## config.mk

```make
export PLATFORM = sky130hd
export DESIGN_NAME = adc_autocfg_seq
export DESIGN_NICKNAME = d
export VERILOG_FILES = /design/src/rtl/adc_autocfg_pkg.sv /design/src/rtl/adc_autocfg_timer.sv /design/src/rtl/adc_autocfg_seq.sv
export SDC_FILE = /design/constraint.sdc
export NUM_CORES = 1
export LEC_CHECK = 0
export CORE_MARGIN = 3
export CORE_UTILIZATION = 55
export CTS_CLUSTER_SIZE = 14
export DETAILED_ROUTE_END_ITERATION = 10
export PLACE_DENSITY = 0.84
export SLEW_MARGIN = 20
export SYNTH_ARGS = -nofsm -noshare
export SYNTH_HDL_FRONTEND = slang
export SYNTH_HIERARCHICAL = 1
export SYNTH_SLANG_ARGS = --single-unit
```

## constraint.sdc

```tcl
create_clock -name i_clk -period 5.7 [get_ports i_clk]
set_input_delay 1.14 -clock i_clk [delete_from_list [all_inputs] [get_ports i_clk]]
set_output_delay 1.14 -clock i_clk [all_outputs]
set_load 0.02 [all_outputs]
```

## src/rtl/adc_autocfg_pkg.sv

```systemverilog
// Shared state encoding and width helper for the ADC auto-configuration sequencer.
package adc_autocfg_pkg;

  typedef enum logic [2:0] {
    ST_IDLE,
    ST_WAIT_RST,
    ST_SELECT,
    ST_ISSUE,
    ST_WAIT,
    ST_NEXT,
    ST_FINISH
  } state_t;

  // Index width for n items, never narrower than one bit.
  function automatic int widthOf(input int n);
    return (n <= 2) ? 1 : $clog2(n);
  endfunction

endpackage

```

## src/rtl/adc_autocfg_timer.sv

```systemverilog
// Loadable down-counter shared by the post-reset wait and the per-write timeout.
// o_expired is high whenever the count rests at zero.
module adc_autocfg_timer #(
  parameter int W = 8
) (
  input  logic         i_clk,
  input  logic         i_rst,
  input  logic         i_load,
  input  logic [W-1:0] i_loadVal,
  input  logic         i_en,
  output logic         o_expired
);

  logic [W-1:0] r_count;

  always_ff @(posedge i_clk) begin
    if (i_rst) begin
      r_count <= '0;
    end else if (i_load) begin
      r_count <= i_loadVal;
    end else if (i_en && (r_count != '0)) begin
      r_count <= r_count - 1'b1;
    end
  end

  assign o_expired = (r_count == '0);

endmodule

```

## src/rtl/adc_autocfg_seq.sv

```systemverilog
// Walks every enabled ADC through its register table via the serial config engine.
// Define ADC_AUTOCFG_TIMEOUT_EN to add per-write timeout, retry and error reporting.
module adc_autocfg_seq
  import adc_autocfg_pkg::*;
#(
  parameter int NUM_ADC   = 4,
  parameter int NUM_REGS  = 16,
  parameter int RST_WAIT  = 1023,
  parameter int TIMEOUT   = 4095,
  parameter int MAX_RETRY = 2,
  localparam int ADC_W    = widthOf(NUM_ADC),
  localparam int REG_W    = widthOf(NUM_REGS)
) (
  input  logic               i_clk,
  input  logic               i_rst,
  input  logic               i_init,
  input  logic               i_adcRst,
  input  logic               i_restart,
  input  logic               i_cfgBusyExt,
  input  logic [NUM_ADC-1:0] i_adcMask,
  input  logic               i_cfgDone,
  output logic               o_cfgStart,
  output logic [ADC_W-1:0]   o_cfgAdcSel,
  output logic [REG_W-1:0]   o_cfgRegIdx,
  output logic               o_run,
  output logic               o_autoconfDone,
  output logic               o_autoconfErr,
  output logic [ADC_W-1:0]   o_errAdc,
  output logic [REG_W-1:0]   o_errReg
);

  localparam int TMR_MAX = (RST_WAIT > TIMEOUT) ? RST_WAIT : TIMEOUT;
  localparam int TMR_W   = widthOf(TMR_MAX);
  localparam logic [ADC_W-1:0] ADC_LAST = ADC_W'(NUM_ADC - 1);
  localparam logic [REG_W-1:0] REG_LAST = REG_W'(NUM_REGS - 1);
  localparam logic [TMR_W-1:0] RST_LOAD = TMR_W'(RST_WAIT - 1);

  state_t             r_state, w_stateNext;
  logic               r_pending;
  logic [NUM_ADC-1:0] r_maskQ;
  logic [ADC_W-1:0]   r_adc, w_adcNext;
  logic [REG_W-1:0]   r_reg, w_regNext;
  logic               w_arm;
  logic               w_tmrLoad, w_tmrEn, w_tmrExpired;
  logic [TMR_W-1:0]   w_tmrLoadVal;

`ifdef ADC_AUTOCFG_TIMEOUT_EN
  localparam int RETRY_W = widthOf(MAX_RETRY + 1);
  localparam logic [RETRY_W-1:0] RETRY_MAX = RETRY_W'(MAX_RETRY);
  localparam logic [TMR_W-1:0]   TO_LOAD   = TMR_W'(TIMEOUT - 1);

  logic [RETRY_W-1:0] r_retry, w_retryNext;
  logic               r_err, w_errNext;
  logic [ADC_W-1:0]   r_errAdc, w_errAdcNext;
  logic [REG_W-1:0]   r_errReg, w_errRegNext;
`endif

  assign w_arm = (r_state == ST_IDLE) & i_init & r_pending & ~i_cfgBusyExt;

  always_ff @(posedge i_clk) begin
    if (i_rst) begin
      r_state <= ST_IDLE;
    end else begin
      r_state <= w_stateNext;
    end
  end

  // Abort on adc_rst takes precedence and leaves all indices untouched;
  // they are cleared again when the sequence rearms.
  always_comb begin
    w_stateNext = r_state;
    w_adcNext   = r_adc;
    w_regNext   = r_reg;
`ifdef ADC_AUTOCFG_TIMEOUT_EN
    w_retryNext  = r_retry;
    w_errNext    = r_err;
    w_errAdcNext = r_errAdc;
    w_errRegNext = r_errReg;
`endif
    if (i_adcRst && (r_state != ST_IDLE)) begin
      w_stateNext = ST_IDLE;
    end else begin
      case (r_state)
        ST_IDLE: begin
          if (w_arm) begin
            w_stateNext = ST_WAIT_RST;
            w_adcNext   = '0;
            w_regNext   = '0;
`ifdef ADC_AUTOCFG_TIMEOUT_EN
            w_retryNext  = '0;
            w_errNext    = 1'b0;
            w_errAdcNext = '0;
            w_errRegNext = '0;
`endif
          end
        end
        ST_WAIT_RST: begin
          if (w_tmrExpired) w_stateNext = ST_SELECT;
        end
        ST_SELECT: begin
          if (r_maskQ[r_adc]) w_stateNext = ST_ISSUE;
          else if (r_adc == ADC_LAST) w_stateNext = ST_FINISH;
          else w_adcNext = r_adc + 1'b1;
        end
        ST_ISSUE: w_stateNext = ST_WAIT;
        ST_WAIT: begin
          if (i_cfgDone) begin
            w_stateNext = ST_NEXT;
`ifdef ADC_AUTOCFG_TIMEOUT_EN
          end else if (w_tmrExpired) begin
            if (r_retry < RETRY_MAX) begin
              w_retryNext = r_retry + 1'b1;
              w_stateNext = ST_ISSUE;
            end else begin
              w_errNext   = 1'b1;
              w_retryNext = '0;
              w_regNext   = '0;
              if (!r_err) begin
                w_errAdcNext = r_adc;
                w_errRegNext = r_reg;
              end
              if (r_adc == ADC_LAST) begin
                w_stateNext = ST_FINISH;
              end else begin
                w_adcNext   = r_adc + 1'b1;
                w_stateNext = ST_SELECT;
              end
            end
`endif
          end
        end
        ST_NEXT: begin
`ifdef ADC_AUTOCFG_TIMEOUT_EN
          w_retryNext = '0;
`endif
          if (r_reg == REG_LAST) begin
            w_regNext = '0;
            if (r_adc == ADC_LAST) begin
              w_stateNext = ST_FINISH;
            end else begin
              w_adcNext   = r_adc + 1'b1;
              w_stateNext = ST_SELECT;
            end
          end else begin
            w_regNext   = r_reg + 1'b1;
            w_stateNext = ST_ISSUE;
          end
        end
        ST_FINISH: w_stateNext = ST_IDLE;
        default:   w_stateNext = ST_IDLE;
      endcase
    end
  end

  // Set requests win over the clear caused by arming in the same cycle.
  always_ff @(posedge i_clk) begin
    if (i_rst) begin
      r_pending <= 1'b1;
      r_maskQ   <= '0;
      r_adc     <= '0;
      r_reg     <= '0;
    end else begin
      r_pending <= (r_pending & ~w_arm) | i_adcRst | i_restart;
      if (w_arm) r_maskQ <= i_adcMask;
      r_adc <= w_adcNext;
      r_reg <= w_regNext;
    end
  end

`ifdef ADC_AUTOCFG_TIMEOUT_EN
  always_ff @(posedge i_clk) begin
    if (i_rst) begin
      r_retry  <= '0;
      r_err    <= 1'b0;
      r_errAdc <= '0;
      r_errReg <= '0;
    end else begin
      r_retry  <= w_retryNext;
      r_err    <= w_errNext;
      r_errAdc <= w_errAdcNext;
      r_errReg <= w_errRegNext;
    end
  end

  assign w_tmrLoad     = (r_state == ST_IDLE) | (r_state == ST_ISSUE);
  assign w_tmrLoadVal  = (r_state == ST_ISSUE) ? TO_LOAD : RST_LOAD;
  assign o_autoconfErr = r_err;
  assign o_errAdc      = r_errAdc;
  assign o_errReg      = r_errReg;
`else
  assign w_tmrLoad     = (r_state == ST_IDLE);
  assign w_tmrLoadVal  = RST_LOAD;
  assign o_autoconfErr = 1'b0;
  assign o_errAdc      = '0;
  assign o_errReg      = '0;
`endif

  assign w_tmrEn = (r_state == ST_WAIT_RST) | (r_state == ST_WAIT);

  adc_autocfg_timer #(.W(TMR_W)) u_timer (
    .i_clk     (i_clk),
    .i_rst     (i_rst),
    .i_load    (w_tmrLoad),
    .i_loadVal (w_tmrLoadVal),
    .i_en      (w_tmrEn),
    .o_expired (w_tmrExpired)
  );

  assign o_cfgStart     = (r_state == ST_ISSUE);
  assign o_cfgAdcSel    = r_adc;
  assign o_cfgRegIdx    = r_reg;
  assign o_run          = r_pending | (r_state != ST_IDLE);
  assign o_autoconfDone = (r_state == ST_FINISH);

endmodule

```

### After elaboration in Yosys (flattened, before gate mapping)

Cells that the tools add are included.
Widths: inputs -> output; s select.

* output and inout bits: 16
* memory bits (writable): 0
* ROM bits: 0
* input bits: 11
* flip-flop bits (word level): 26
* memories: 0
* logic and storage cells: 70
* latch bits: 0

* $add $sub $neg: 3
* bitwise logic cells: 11
* order comparisons: 1
* div/mod/pow operators: 0
* multiplexer cells: 20
* shifts and indexed selects: 0
* eq/ne operators: 14
* reductions and logical operators: 14
* multipliers: 0

Operators by type and width (number)
* $mux 3: 7
* $mux 10: 2
* $pmux 3 s6: 1
* $logic_not 12->1: 1
* $reduce_bool 12->1: 1
* $sub 12x1->12 const B: 1
* $eq 3x3->1 const B: 3
* $mux 2: 4
* $mux 4: 2
* $ne 2x2->1 const B: 4
* $pmux 4 s2: 1
* $eq 3x2->1 const B: 2
* $pmux 2 s3: 1
* $reduce_bool 3->1: 2
* $reduce_and 5->1: 1
* $add 4x1->4 const B: 1
* $and 1x1->1: 4
* $eq 4x4->1 const B: 1
* $or 1x1->1: 4
* $reduce_and 4->1: 1
* $reduce_bool 2->1: 2
* $reduce_or 2->1: 2
* $eq 3x1->1 const B: 1
* $logic_not 3->1: 1
* 10 further kinds: 13

### Logic depth before layout (Yosys ltp)

Gate-level depths: netlist of the first run.

* word-level depth: 8
* mapped depth: 8
* gate-level depth less buffers: 8

### Modules after synthesis

Netlist of the first run, hierarchy kept.

Modules (own cells, without submodules)
* adc_autocfg_seq: cells each 110, sequential area each 280.3 um^2, area an instance 913.4 um^2, times used 1
* adc_autocfg_timer: cells each 90, sequential area each 240.2 um^2, area an instance 753.2 um^2, times used 1

### Worst setup path after synthesis of the first run

OpenSTA, ideal clock, no wires.

* kind: reg-to-reg
* from: register u_timer.r_count[0]
* to: register r_state[2]
* path buffers: 0
* required time: 5.614 ns
* cell stages (with the launch flop): 9
* arrival: 2.194 ns
* library setup time: 0.086 ns
* slack: 3.421 ns
* clock period less this slack: 2.279 ns
* path through: dfxtp_1 > inv_1 > ha_1 > or4b_2 > nor3_2 > nor2_1 > or3_1 > o311a_1 > a211oi_1

* cells in the longest elaborated chain, start to end: 3

Ends and longest elaborated chain
* from (decl): line adc_autocfg_timer.sv:14 `logic [W-1:0] r_count;`
* from (signal assigned): line adc_autocfg_timer.sv:20 `r_count <= i_loadVal;`
* from (signal assigned): line adc_autocfg_timer.sv:22 `r_count <= r_count - 1'b1;`
* $logic_not 12->1: line adc_autocfg_timer.sv:26 `assign o_expired = (r_count == '0);`
* via w_tmrExpired: line adc_autocfg_seq.sv:44 `logic w_tmrLoad, w_tmrEn, w_tmrExpired;`
* $ne 2x1->1 (no line)
* $reduce_and 4->1 (no line)
* to (signal assigned): line adc_autocfg_seq.sv:64 `r_state <= w_stateNext;`
* to (decl): line adc_autocfg_seq.sv:38 `state_t r_state, w_stateNext;`

The timed path passes the listed nets, and every way through them passes these cells.
A chain may end at the register's enable or synchronous reset.

### Worst setup path after layout of the first run

* from: register r_state[2]
* to: output port o_run

* cells in the longest elaborated chain, start to end: 2

Ends and longest elaborated chain
* $reduce_bool 3->1: line adc_autocfg_seq.sv:212 `assign o_run = r_pending | (r_state != ST_IDLE);`
* $or 1x1->1: line adc_autocfg_seq.sv:212
* to (decl): line adc_autocfg_seq.sv:25 `output logic o_run,`

No other way between the ends.

==> flow_summary.ini, run 1 <==
[timing]
setup_viol = 0
period_share = 0.551
fin_setup_tns_ns = 0
hold_violations = 0
rsz0062_at_grt = false
maxSlewHeadroom = 0.362
fin_crit_ns = 3.14
slew_violations = 0
max_clock_freq_ghz = 0.318
fin_worst_skew_ns = 0.00185
tightest_slew_ns = 0.954
fin_ws_ns = 2.56

[power]
swShare = 0.309
switchingPower_w = 0.000122
pwr-share-seq = 0.521
p_comb_frac = 0.245
p_clk_frac = 0.233
vdd_drop_max_v = 0.000138
power.density_nw_per_um2 = 207
p_leak_nw = 0.768
p_int_w = 0.000273

[grt]
grt_pass1_wl_mm = 6.21
grtUsageTotal = 0.212
antenna_found_initial = 0
grt_pass1_vias = 1423
grt_max_degree = 29
grt.overflow.total = 0

[yosys]
synthArstFlopShare = 0
synthTopCellsByArea = dfxtp_1, nor2_1, mux2i_1
ys_types = 57
ys_warn_count = 6
synth_area_leader_cell = dfxtp_1
syn_avg_cell_area_um2 = 8.33
synth_seq_cells = 26
syn_inst = 200
synth_ff_type = dfxtp_1
synth_top_area_frac = 0.312
yosysSeqAreaShare = 0.312
synth_edf_count = 0
netlist_area_um2 = 1670

[cts]
clock_path_buffers = 2
hold_buffers = 0
cts_setup_buffers = 0
worstSkewPairLatency_ns = 0.31
ctsResizeCount = 0
clock_tree.root_cell = clkbuf_4
clkTransAtPathRegs_ns = 0.14
cts_tree = yes
clock-sinks = 26
cts_max_level = 1
cts_made_buffers = 3

[route]
routedWlPerCell_um = 14.4
routed-via-count = 1538
drcViolationCount = 0
avgViaCountPerCell = 6.03
drt_pre_antenna_iters = 4
ant_nets = 0
drt-total-wl_mm = 3.68
drtIter0Drc = 66

[finish]
nFillCells = 229
drive_gt1_frac = 0.0625
layout.area.seq_um2 = 520
areaGrowthSynthToFinish_pct = 14.4
antenna_cells = 0
fin_area_um2 = 1910
final_cells = 255
nets = 240
multi_input_area_um2 = 1080

[worst_setup_path]
cp_cell_sequence = or3_4 > clkinv_4 > nand2b_1 > clkdlybuf4s50_1
crit_type = flip-flop to output port
cp_slowest_stage_delay_ns = 0.60
crit_arrival_ns = 2.00
required_ns = 4.56
critPathLaunchType = flip-flop
cp_num_buf_inv = 2
end_kind = output port
critPathTopFamily = buffers and inverters
cpMaxStageDelayCell = dfxtp_1
worstPathMaxFanout = 16

[floorplanning]
die_h_um = 61.0
num_rows = 19
core-area_um2 = 2830
ioPinCount = 27
die_area_um2 = 3730
die-width_um = 61.0
start_util = 0.589

[place]
gp_congestion = 0.903
dp_hpwl_mm = 2.76
placed_cell_area_um2 = 1870
numPortBuffers = 19
dp.cells = 251
pre_cts_slack_ns = 2.79

[worst_hold_path]
hp-class = flip-flop to flip-flop

[flow_run]
cap_violations = 0

[run_status]
status = finished, final reports clean
-- final timing paths --
kind	from	end	slack (ns)	cells after the start
worst max register to register	u_timer/r_count[0]	r_state[2]	2.98	8
worst max-delay path	r_state[2]	o_run	2.56	4
worst min-delay path	r_pending	r_pending	0.51	2
worst min register to register	r_pending	r_pending	0.51	2
-- per-stage QoR --
stage                     hold WS (ns)  power [W]   util
final                            0.514   0.000395  0.674
after detailed placement         0.492   0.000305  0.661
after CTS                        0.511   0.000397  0.674
after floorplan                  0.455   0.000285      -
after global routing             0.535   0.000420  0.674
after global placement           0.473   0.000299  0.661
-- kinds of logic after synthesis --
family / Yosys count / synth area share
mux: 10 / 0.0683
compound gates: 50 / 0.214
fa+ha+maj: 4 / 0.0300
buf+inv: 25 / 0.0766
other cells: 2 / 0.00451
xor+xnor: 4 / 0.0210
flops: 26 / 0.312
simple gates: 79 / 0.273
-- sequential cells by signal, indices dropped and copies added (netlist names) --
signal           count
o_cfgRegIdx          4
r_pending            1
r_state              3
r_maskQ              4
o_cfgAdcSel          2
u_timer/r_count     12
-- Yosys cell counts, types with 2 or more instances --
library cell,number
mux2i_1,8
a21oi_1,13
nor3_1,6
ha_1,4
nand3b_1,5
dfxtp_1,26
or4_1,7
o21ai_1,4
a311oi_1,3
o21ai_0,4
o311a_1,2
a21o_1,2
or3_1,4
inv_1,7
nor2_1,23
nand2_1,7
and3_1,2
xnor2_1,3
buf_2,2
a211oi_1,2
nor3b_1,6
a221oi_1,2
clkbuf_1,6
conb_1,2
nor2b_1,3
buf_4,7
nor4_1,2
o31ai_1,5
o31a_1,2
nand2b_1,4
-- area by class of cell --
| type | instances | area share |
|---|---|---|
| Multi-Input combinational cell | 166 | 0.568 |
| Sequential cell | 26 | 0.273 |
| Timing Repair Buffer | 19 | 0.0997 |
| Inverter | 9 | 0.0203 |
| Tap cell | 31 | 0.0203 |
| Clock buffer | 4 | 0.0190 |
-- metal layers --
metal  vias to the layer above  share of wire  routed length, µm  track usage
met1                       738           0.47               1720        0.292
met3                         2          0.037                138       0.0273
met4                         0         0.0068                 25       0.0372
met5                         -              0                  0            0
li1                        763              -                  -            -
met2                        35           0.49               1800        0.360
-- worst reg2reg max path, cell delays in order (launching register included) --
cell and delay, ns:
dfxtp_1 0.34, inv_1 0.11, ha_1 0.15, or4b_2 0.66, nor3_2 0.64, nor2_1 0.08
or3_1 0.34, o311a_1 0.12, a211oi_1 0.21
-- cells in the final DEF (no fill, tap or decap), drive strengths merged, types with 2 or more instances in the layout --
| cell | count |
|---|---|
| clkbuf | 4 |
| or3 | 5 |
| and3 | 2 |
| dfxtp | 26 |
| nor3b | 6 |
| a21oi | 13 |
| or2 | 2 |
| nand3b | 5 |
| or4 | 7 |
| nand2b | 4 |
| conb | 19 |
| a311oi | 4 |
| o31a | 2 |
| o311a | 2 |
| nor3 | 7 |
| o21ai | 8 |
| a21o | 2 |
| ha | 4 |
| o31ai | 5 |
| mux2i | 8 |
| a211oi | 2 |
| nor2b | 3 |
| clkdlybuf4s50 | 19 |
| a221oi | 2 |
| nand2 | 7 |
| nor2 | 23 |
| inv | 8 |
| xnor2 | 3 |
| nor4 | 2 |
-- power by group through the flow --
stage                      Clock, W  Combinational (W)  Sequential (W)
after floorplan                   0          0.0000810        0.000204
after global placement            0          0.0000912        0.000208
after detailed placement          0          0.0000953        0.000210
after CTS                 0.0000954          0.0000958        0.000206
after global routing       0.000105           0.000107        0.000208
final                     0.0000921          0.0000969        0.000206
No activity file was read; power rests on OpenSTA's default activity.
==> inputs of run 2 (changes only) <==
CORE_UTILIZATION = 53   (was 55)
PLACE_DENSITY = 0.81   (was 0.84)
clock period = 2.9 ns   (was 5.7 ns; I/O delays follow)
==> flow_summary.ini, run 2 (synthesized netlist as in run 1, its figures left out) <==
[run_status]
status = finished, final reports clean

[route]
route.top_layer_used = met4
avgViaCountPerCell = 5.78
routedWlPerCell_um = 13.6
drcViolationCount = 0
drt_pre_antenna_iters = 4
m1WireLength_mm = 1.78
met3_length_um = 130
drtIter0Drc = 133
met2_length_mm = 1.71
drt-total-wl_mm = 3.66
ant_nets = 0
routed-via-count = 1556

[cts]
clock_path_buffers = 2
ctsResizeCount = 0
cts_setup_buffers = 0
hold_buffers = 0
cts_tree = yes
clock-sinks = 26
clkTransAtPathRegs_ns = 0.14
clock_tree.root_cell = clkbuf_4
cts_max_level = 1
cts_made_buffers = 3
worstSkewPairLatency_ns = 0.32

[floorplanning]
die-width_um = 62.1
die_h_um = 62.1
num_rows = 19
core-area_um2 = 2880
die_area_um2 = 3850
ioPinCount = 27
start_util = 0.579

[worst_setup_path]
cp_slowest_stage_delay_ns = 0.60
reg2regPathDepth = 9
end_kind = output port
cp_cell_sequence = or3_4 > clkinv_4 > nand2b_1 > clkdlybuf4s50_1
rrSetupSlack_ns = 0.48
crit_type = flip-flop to output port
r2r-end = r_state[2]
reg2reg_from = u_timer/r_count[0]
crit_arrival_ns = 2.02
crit_start = r_state[2]
required_ns = 2.32
worstPathMaxFanout = 16
path_depth = 4
crit_end = o_run
critPathTopFamily = buffers and inverters
cpMaxStageDelayCell = dfxtp_1
cp_num_buf_inv = 2
critPathLaunchType = flip-flop

[timing]
max_clock_freq_ghz = 0.384
fin_setup_tns_ns = 0
slew_violations = 0
maxSlewHeadroom = 0.640
setup_viol = 0
period_share = 0.897
fin_ws_ns = 0.299
fin_worst_skew_ns = 0.00407
rsz0062_at_grt = false
tightest_slew_ns = 0.539
fin_hold_ws_ns = 0.514
hold_violations = 0
fin_crit_ns = 2.60

[worst_hold_path]
hp-class = flip-flop to flip-flop
worstHoldStart = r_maskQ[3]

[place]
pre_cts_slack_ns = 0.533
dp_hpwl_mm = 2.69
numPortBuffers = 19
gp_congestion = 0.813

[finish]
final_common_cell = dfxtp_1
largest_register_ffs = 12
drive_gt1_frac = 0.0749
layout_common_cells = dfxtp_1, nor2_1, conb_1, clkdlybuf4s50_1, a21oi_1
top_register = u_timer/r_count
areaGrowthSynthToFinish_pct = 16.6
nFillCells = 245
antenna_cells = 0
nets = 243

[grt]
grtUsageTotal = 0.200
grt_max_degree = 17
antenna_found_initial = 0
grt.overflow.total = 0
grt_pass1_vias = 1300
grt_pass1_wl_mm = 5.83

[power]
vdd_drop_max_v = 0.000273
p_leak_nw = 0.784
power.density_nw_per_um2 = 402

[flow_run]
cap_violations = 0
run 2: how the worst min path moves through the flow:
stage | cells after the start | slack [ns] | to
after floorplan | 2 | 0.45 | r_maskQ[1]
after global placement | 2 | 0.47 | r_maskQ[1]
after detailed placement | 2 | 0.49 | r_maskQ[3]
after CTS | 2 | 0.51 | r_pending
after global routing | 2 | 0.55 | u_timer/r_count[11]
final | 2 | 0.51 | r_maskQ[3]
run 2: final cells by class:
type | instances | area, µm² | area share
clock buffer | 4 | 36.3 | 0.0187
tap | 42 | 52.6 | 0.0270
multi-input combinational | 166 | 1080 | 0.557
timing repair buffer | 22 | 213 | 0.109
inverter | 9 | 38.8 | 0.0200
sequential | 26 | 520 | 0.268
run 2: tightest hold or removal path: stages (launching register included):
cell and delay, ns:
dfxtp_1 0.35, mux2i_1 0.07, nor2_1 0.07
run 2: power by group:
| group | internal [W] | switching, W | total [W] |
|---|---|---|---|
| Sequential | 0.000379 | 0.0000249 | 0.000404 |
| Combinational | 0.0000834 | 0.000109 | 0.000192 |
| Clock | 0.0000769 | 0.000108 | 0.000185 |
| Total | 0.000539 | 0.000242 | 0.000781 |
run 2: layer usage:
metal	GRT usage	up-vias
li1	-	766
met1	0.278	750
met2	0.311	36
met3	0.0331	4
met4	0.0697	0
met5	0	-
run 2: metrics by stage:
stage                      util  cells  power, W  instance area (µm²)
after floorplan               -    217  0.000560                 1730
after global placement    0.663    265  0.000593                 1910
after detailed placement  0.663    265  0.000600                 1910
after CTS                 0.676    269  0.000789                 1940
after global routing      0.676    269  0.000827                 1940
final                     0.676    269  0.000781                 1940
==> inputs of run 3 (changes only) <==
CORE_MARGIN = not set   (was 3)
==> flow_summary.ini, run 3 (synthesized netlist as in run 1, its figures left out) <==
[run_status]
status = finished, final reports clean

[finish]
largest_register_ffs = 12
antenna_cells = 0
layout_common_cells = dfxtp_1, nor2_1, conb_1, clkdlybuf4s50_1, a21oi_1
top_register = u_timer/r_count
nets = 243
final_cells = 268
nFillCells = 217
areaGrowthSynthToFinish_pct = 15.8
drive_gt1_frac = 0.0708
fin_area_um2 = 1930
final_common_cell = dfxtp_1

[power]
vdd_drop_max_v = 0.000248
p_clk_frac = 0.208
p_int_w = 0.000511
swShare = 0.324
switchingPower_w = 0.000245
p_comb_frac = 0.256
power.density_nw_per_um2 = 392
p_leak_nw = 0.777
pwr-share-seq = 0.536

[worst_setup_path]
crit_type = flip-flop to output port
end_kind = output port
worstPathMaxFanout = 16
cp_slowest_stage_delay_ns = 0.62
cpMaxStageDelayCell = dfxtp_1
cp_num_buf_inv = 2
cp_cell_sequence = or3_4 > clkinv_4 > nand2b_1 > clkdlybuf4s50_1
critPathLaunchType = flip-flop
crit_arrival_ns = 2.06
critPathTopFamily = buffers and inverters
required_ns = 2.32

[route]
met3_length_um = 160
drt-total-wl_mm = 3.75
drcViolationCount = 0
drt_pre_antenna_iters = 4
routed-via-count = 1579
drtIter0Drc = 117
ant_nets = 0
routedWlPerCell_um = 14.0
met2_length_mm = 1.81
route.top_layer_used = met4
m1WireLength_mm = 1.74
avgViaCountPerCell = 5.89

[cts]
clock-sinks = 26
worstSkewPairLatency_ns = 0.33
cts_tree = yes
hold_buffers = 0
clkTransAtPathRegs_ns = 0.14
cts_setup_buffers = 0
clock_tree.root_cell = clkbuf_4
clock_path_buffers = 2
cts_max_level = 1
cts_made_buffers = 3
ctsResizeCount = 0

[grt]
grt.overflow.total = 0
grt_pass1_vias = 1454
antenna_found_initial = 0
grtUsageTotal = 0.247
grt_max_degree = 18
grt_pass1_wl_mm = 6.51

[floorplanning]
ioPinCount = 27
core-area_um2 = 2880
num_rows = 19
die_area_um2 = 3370
die-width_um = 58.1
die_h_um = 58.1
start_util = 0.579

[timing]
period_share = 0.909
maxSlewHeadroom = 0.608
fin_hold_ws_ns = 0.503
rsz0062_at_grt = false
fin_setup_tns_ns = 0
setup_viol = 0
tightest_slew_ns = 0.586
fin_ws_ns = 0.265
hold_violations = 0
max_clock_freq_ghz = 0.379
fin_worst_skew_ns = 0.00661
slew_violations = 0
fin_crit_ns = 2.64

[place]
numPortBuffers = 19
gp_congestion = 0.844
dp_hpwl_mm = 2.72
placed_cell_area_um2 = 1910
dp.cells = 265
pre_cts_slack_ns = 0.579

[flow_run]
cap_violations = 0

[worst_hold_path]
hp-class = flip-flop to flip-flop
-- run 3: cell types whose count changed in the layout (fill, tap and decap cells not counted), sizes merged --
cell    previous run  this run
clkbuf             4         3
-- run 3: layout make-up --
cell class | instances | area (µm²) | share of cell area
Timing Repair Buffer | 22 | 213 | 0.110
Tap cell | 42 | 52.6 | 0.0272
Sequential cell | 26 | 520 | 0.270
Multi-Input combinational cell | 166 | 1080 | 0.561
Inverter | 9 | 38.8 | 0.0201
Clock buffer | 3 | 22.5 | 0.0117
-- run 3: final timing paths --
kind	startpoint	end	cells after the start	slack, ns
setup / recovery	r_state[2]	o_run	4	0.26
hold / removal	r_pending	r_pending	2	0.50
setup reg to reg	u_timer/r_count[0]	r_state[2]	8	0.54
hold reg to reg	r_pending	r_pending	2	0.50
-- run 3: worst reg2reg max path: stages (launching register included) --
cell and delay (ns):
dfxtp_1 0.33, inv_1 0.10, ha_1 0.15, or4b_2 0.65
nor3_2 0.37, nor2_1 0.06, or3_1 0.31, o311a_1 0.11
a211oi_1 0.20
-- run 3: power by group through the flow --
stage	sequential (W)	clock [W]	combinational [W]
finish	0.000405	0.000158	0.000194
global route	0.000409	0.000172	0.000215
CTS	0.000404	0.000159	0.000191
detailed placement	0.000412	0	0.000190
global placement	0.000409	0	0.000185
floorplan	0.000401	0	0.000159
-- run 3: stage by stage --
stage	total power (W)	util
floorplan	0.000560	-
CTS	0.000754	0.671
global route	0.000796	0.671
detailed placement	0.000602	0.663
finish	0.000756	0.671
global placement	0.000594	0.663
-- run 3: routing by layer --
metal | vias up | GRT usage
met2 | 48 | 0.397
met4 | 0 | 0.0714
li1 | 776 | -
met5 | - | 0
met3 | 7 | 0.0446
met1 | 748 | 0.338
